**src/rtl/inst_fetch_queue_pkg.sv**
```systemverilog
// Shared constants for the instruction fetch queue and the datapath.
// Holds the NOP encoding and fetch step, plus the counter-width helper.
`ifndef NOP_INST
`define NOP_INST 32'h00000013
`endif
`ifndef FETCH_STEP
`define FETCH_STEP 4
`endif

package inst_fetch_queue_pkg;

  localparam logic [31:0] NOP_INST   = `NOP_INST;
  localparam int          FETCH_STEP = `FETCH_STEP;

  // Width needed to hold values 0..depth inclusive.
  function automatic int cnt_width(input int depth);
    return $clog2(depth + 1);
  endfunction

endpackage

```
**src/rtl/inst_fetch_queue_fetch_fifo.sv**
```systemverilog
// Synchronous FIFO with flush for the fetch queue; payload is {fault, pc, inst}.
// Storage is not reset; the head is only meaningful while count is nonzero.
module inst_fetch_queue_fetch_fifo
  import inst_fetch_queue_pkg::*;
#(
  parameter int DEPTH = 4,
  parameter int W     = 65,
  localparam int CW   = cnt_width(DEPTH)
) (
  input  logic          clk,
  input  logic          rst,
  input  logic          flush,
  input  logic          push,
  input  logic [W-1:0]  push_data,
  input  logic          pop,
  output logic [W-1:0]  head_data,
  output logic          head_valid,
  output logic [CW-1:0] count
);

  localparam int PW = $clog2(DEPTH);

  logic [W-1:0]  mem [DEPTH];
  logic [PW-1:0] wr_ptr;
  logic [PW-1:0] rd_ptr;
  logic          do_pop;

  assign do_pop     = pop && (count != '0);
  assign head_valid = (count != '0);
  assign head_data  = mem[rd_ptr];

  always_ff @(posedge clk or negedge rst) begin
    if (!rst) begin
      wr_ptr <= '0;
      rd_ptr <= '0;
      count  <= '0;
    end else if (flush) begin
      wr_ptr <= '0;
      rd_ptr <= '0;
      count  <= '0;
    end else begin
      if (push)
        wr_ptr <= wr_ptr + PW'(1);
      if (do_pop)
        rd_ptr <= rd_ptr + PW'(1);
      // Simultaneous push and pop is legal even when full.
      case ({push, do_pop})
        2'b10:   count <= count + CW'(1);
        2'b01:   count <= count - CW'(1);
        default: count <= count;
      endcase
    end
  end

  always_ff @(posedge clk) begin
    if (push && !flush)
      mem[wr_ptr] <= push_data;
  end

endmodule

```
**src/rtl/inst_fetch_queue.sv**
```systemverilog
// Fetch front end: credit-limited in-order memory reads into a queue, with redirect flush.
// FETCH_MISALIGN_EN enables a fault entry and fetch halt on a misaligned redirect target.
module inst_fetch_queue
  import inst_fetch_queue_pkg::*;
#(
  parameter int              DEPTH    = 4,
  parameter int              XLEN     = 32,
  parameter logic [XLEN-1:0] RESET_PC = '0
) (
  input  logic            clk,
  input  logic            rst,
  output logic            mem_req,
  output logic [XLEN-1:0] mem_addr,
  input  logic            mem_gnt,
  input  logic            mem_rvalid,
  input  logic [XLEN-1:0] mem_rdata,
  input  logic            redirect,
  input  logic [XLEN-1:0] redirect_pc,
  output logic            inst_valid,
  input  logic            inst_ready,
  output logic [XLEN-1:0] inst,
  output logic [XLEN-1:0] inst_pc,
  output logic            inst_fault
);

  localparam int CW = cnt_width(DEPTH);
  localparam int W  = 2 * XLEN + 1;

  logic [XLEN-1:0] fetch_pc;
  logic [XLEN-1:0] resp_pc;
  logic [XLEN-1:0] new_pc;
  logic [CW-1:0]   outstanding;
  logic [CW-1:0]   outstanding_nxt;
  logic [CW-1:0]   drop_cnt;
  logic [CW-1:0]   fifo_count;
  logic [CW:0]     credit_used;
  logic            grant;
  logic            push_resp;
  logic            fault_push;
  logic            fifo_push;
  logic            fifo_pop;
  logic            fifo_valid;
  logic            halted;
  logic            fault_pend;
  logic [W-1:0]    push_data;
  logic [W-1:0]    head_data;

`ifdef FETCH_MISALIGN_EN
  logic misalign;

  assign misalign = (redirect_pc[1:0] != 2'b00);
  assign new_pc   = redirect_pc;

  // Halt persists until the next redirect; the fault entry is pushed once, right after the flush.
  always_ff @(posedge clk or negedge rst) begin
    if (!rst) begin
      halted     <= 1'b0;
      fault_pend <= 1'b0;
    end else if (redirect) begin
      halted     <= misalign;
      fault_pend <= misalign;
    end else if (fault_pend) begin
      fault_pend <= 1'b0;
    end
  end
`else
  logic unused_pc_lsb;

  assign unused_pc_lsb = ^redirect_pc[1:0];
  assign new_pc        = {redirect_pc[XLEN-1:2], 2'b00};
  assign halted        = 1'b0;
  assign fault_pend    = 1'b0;
`endif

  // Credit covers both queued entries and reads still in flight, so the queue never overflows.
  assign credit_used = {1'b0, fifo_count} + {1'b0, outstanding};
  assign mem_req     = rst && !redirect && !halted && (credit_used < (CW+1)'(DEPTH));
  assign mem_addr    = fetch_pc;
  assign grant       = mem_req && mem_gnt;

  assign push_resp  = mem_rvalid && !redirect && !halted && (drop_cnt == '0);
  assign fault_push = fault_pend && !redirect;
  assign fifo_push  = push_resp || fault_push;
  assign push_data  = fault_push ? {1'b1, fetch_pc, XLEN'(NOP_INST)}
                                 : {1'b0, resp_pc, mem_rdata};

  assign inst_valid = fifo_valid && !redirect;
  assign fifo_pop   = inst_valid && inst_ready;
  assign inst       = inst_valid ? head_data[XLEN-1:0]      : '0;
  assign inst_pc    = inst_valid ? head_data[2*XLEN-1:XLEN] : '0;
  assign inst_fault = inst_valid && head_data[W-1];

  always_comb begin
    outstanding_nxt = outstanding;
    case ({grant, mem_rvalid})
      2'b10:   outstanding_nxt = outstanding + CW'(1);
      2'b01:   outstanding_nxt = outstanding - CW'(1);
      default: outstanding_nxt = outstanding;
    endcase
  end

  always_ff @(posedge clk or negedge rst) begin
    if (!rst) begin
      fetch_pc    <= RESET_PC;
      resp_pc     <= RESET_PC;
      outstanding <= '0;
      drop_cnt    <= '0;
    end else begin
      outstanding <= outstanding_nxt;
      if (redirect) begin
        fetch_pc <= new_pc;
        resp_pc  <= new_pc;
        // Everything still in flight after this cycle belongs to the old stream.
        drop_cnt <= outstanding_nxt;
      end else begin
        if (grant)
          fetch_pc <= fetch_pc + XLEN'(FETCH_STEP);
        if (push_resp)
          resp_pc <= resp_pc + XLEN'(FETCH_STEP);
        if (mem_rvalid && (drop_cnt != '0))
          drop_cnt <= drop_cnt - CW'(1);
      end
    end
  end

  inst_fetch_queue_fetch_fifo #(
    .DEPTH (DEPTH),
    .W     (W)
  ) u_fifo (
    .clk        (clk),
    .rst        (rst),
    .flush      (redirect),
    .push       (fifo_push),
    .push_data  (push_data),
    .pop        (fifo_pop),
    .head_data  (head_data),
    .head_valid (fifo_valid),
    .count      (fifo_count)
  );

  rvalid_needs_outstanding: assert property (
    @(posedge clk) disable iff (!rst) mem_rvalid |-> (outstanding != '0)
  );

endmodule
```
**config.mk**
```make
export PLATFORM = sky130hd
export DESIGN_NAME = inst_fetch_queue
export DESIGN_NICKNAME = d
export VERILOG_FILES = /design/src/rtl/inst_fetch_queue_pkg.sv /design/src/rtl/inst_fetch_queue_fetch_fifo.sv /design/src/rtl/inst_fetch_queue.sv
export SDC_FILE = /design/constraint.sdc
export NUM_CORES = 1
export LEC_CHECK = 0
export CELL_PAD_IN_SITES_DETAIL_PLACEMENT = 0
export CELL_PAD_IN_SITES_GLOBAL_PLACEMENT = 1
export CORE_MARGIN = 3
export CORE_UTILIZATION = 40
export CTS_BUF_LIST = sky130_fd_sc_hd__clkbuf_16
export DETAILED_ROUTE_END_ITERATION = 7
export PLACE_DENSITY_LB_ADDON = 0.1
export RECOVER_POWER = 100
export REMOVE_ABC_BUFFERS = 1
export SLEW_MARGIN = 20
export SYNTH_ARGS = -nofsm -noshare
export SYNTH_HDL_FRONTEND = slang
export SYNTH_SLANG_ARGS = --single-unit
```
**constraint.sdc**
```tcl
create_clock -name clk -period 3.8 [get_ports clk]
set_input_delay 0.76 -clock clk [delete_from_list [all_inputs] [get_ports clk]]
set_output_delay 0.76 -clock clk [all_outputs]
set_load 0.1 [all_outputs]
```
==> metrics <==
Ports 169; status finished clean; Fmax 283 MHz; H-tree Lvls 2; P&R area growth vs syn 20.9%; Placed Area 0.0167 sq mm; share of cells above drive strength 1 17.6%; Hold Vio Cnt, Final 0; synth unique cells 57; Die Span Y 193 microns; area of the multi-input gates 0.00439 sq mm; post-route clock skew 0.0182 ns; RSZ-0062 raised after global routing no; GP Congestion 0.824; initial antenna violation count 0; most frequent cells in the layout edfxtp_1, and3_1, dfrtp_1; CTS clock-pin slew for the worst setup and hold paths 0.05 ns; port buffer count 161; Max-slew headroom 20.2%; sequential element share of the synthesized area 66.1%; die area 0.0374 sq mm; DRC viols 0; largest net degree at the start of global routing 71; synthesized area per cell 14.8 sq um; PnR worst setup slack 0.272 ns; # clock sinks 321; final instance area 0.0170 sq mm; diode count 0; First-pass DRT Iterations 5; crit path launch type register; Worst EP required 3.04 ns; first-pass GRT wire length 53.1 mm; Via-to-Cell Ratio 5.55; final setup fails 0; 1st-iter DRT viols 446; fin crit share 92.8%; starting density of the core 41.2%; HP Class register to register; GRT Residual Overflow 0; CTS Buf Count 36; most common cell after layout, fill and taps aside edfxtp_1; die width 193 microns; number of enable flip-flop cells after synthesis 248; kind of critical path register to output pin; core footprint 0.0340 sq mm; worst-skew pair later-pin latency 0.51 ns; Final nets 1195; FP Rows 67; Slew Limit Fails 0; Power Density 547 mW/mm^2; Sequential Area 0.00928 sq mm; Critical Path AT 2.77 ns; worst hold margin 0.496 ns; Crit. End Element output pin; max-cap violations 0; fraction of registers with async set/reset 22.7%; number of global-route vias before repair 9074; Max VDD drop 0.000338 V; vias 8795; Post-DP HPWL 21.3 mm; Detail Route Antenna Nets 0; pre-CTS WS 0.681 ns; Syn Inst Count 948; fillers 2996; Root Buffer clkbuf_16; synthesized area 0.0140 sq mm; wire per inst 21.1 microns; leakage power 6.13 nW; clk buf depth 3; crit path time final 3.53 ns; hold_buf cts 0; Post-CTS Setup Inserts 0; CTS tree done; gr usage total 17.7%; actual slew at the worst max-slew pin 1.19 ns; Resized cells post-CTS 0; Routed Wire Length 33.5 mm; CP Max Fanout 39; flops & latches, synth 321; Ys Warns 0; commonest register cell after synthesis edfxtp_1
-- worst max-delay path, stage by stage, from the launching register on --
cell and delay (ns):
dfrtp_1 0.46, or3_2 0.85, buf_4 0.34, and3_1 0.19, clkbuf_2 0.37
-- cells in the mapped netlist, types with 11 or more instances --
cell type	count	area share, %
nor3_1	12	0.43
o21ai_0	20	0.71
nand3_1	46	1.6
nor2_1	36	0.96
a31oi_1	19	0.85
edfxtp_1	248	53
mux4_2	62	10
and3_1	76	3.4
xnor2_1	11	0.69
or4_1	30	1.6
nand4_1	18	0.80
o211ai_1	14	0.75
dfrtp_1	73	13
clkbuf_1	46	1.2
ha_1	11	0.98
inv_1	23	0.62
nand2_1	62	1.7
-- cell families after synthesis --
logic type                 after synthesis  share of synthesized area [%]
AOI/OAI and AO/OA                      116                           5.79
buffers and inverters                   89                           2.60
DFF                                    321                           66.1
adders and majority gates               13                           1.27
xor gates and xnor gates                14                          0.874
muxes                                   67                           10.3
other                                    1                         0.0267
and+or+nand+nor                        327                           13.0
-- worst paths after layout --
kind,from,end,depth (start not counted),slack (ns)
worst max-delay path,u_fifo.count[0],inst[31],4,0.27
worst min-delay path,outstanding[2],outstanding[2],1,0.50
worst max register to register,u_fifo.count[2],mem_addr[30],7,0.81
worst min register to register,outstanding[2],outstanding[2],1,0.50
max in group asynchronous,rst,u_fifo.rd_ptr[1],3,1.52
min in group asynchronous,rst,mem_addr[24],2,0.84
-- flip-flops by register name, summed over array words and instances, names as in the netlist --
name           flops
u_fifo.mem       248
mem_addr          30
resp_pc           30
drop_cnt           3
outstanding        3
u_fifo.count       3
u_fifo.rd_ptr      2
u_fifo.wr_ptr      2
-- where the power goes --
part	switching (mW)	leakage, nW	internal [mW]
logic	1.38	2.46	0.562
registers	0.210	3.11	4.00
clock network	1.33	0.558	1.80
-- per-stage QoR --
stage	power (mW)	instances	utilization (%)	TNS (ns)
3_5_place_dp	6.44	1522	49.1	0
3_3_place_gp	6.43	1522	49.1	0
6_report	9.28	1585	49.8	0
4_1_cts	9.60	1585	52.3	0
2_1_floorplan	5.68	886	-	-145.79
5_1_grt	9.70	1585	49.8	0
-- final cells by class --
| class | instances | area share, % |
|---|---|---|
| Clock buffer | 36 | 5.31 |
| Tap cell | 448 | 3.31 |
| Sequential cell | 321 | 54.7 |
| Multi-Input combinational cell | 542 | 25.9 |
| Inverter | 23 | 0.516 |
| Clock inverter | 27 | 0.981 |
| Timing Repair Buffer | 188 | 9.29 |
-- routing by layer --
metal,part of all wire (%),track usage [%],up-vias
li1,-,-,4090
met1,47,25.9,4423
met2,47,28.3,243
met3,4.3,3.01,39
met4,1.8,3.75,0
met5,0,0,-
No activity file was read; power rests on OpenSTA's default activity.
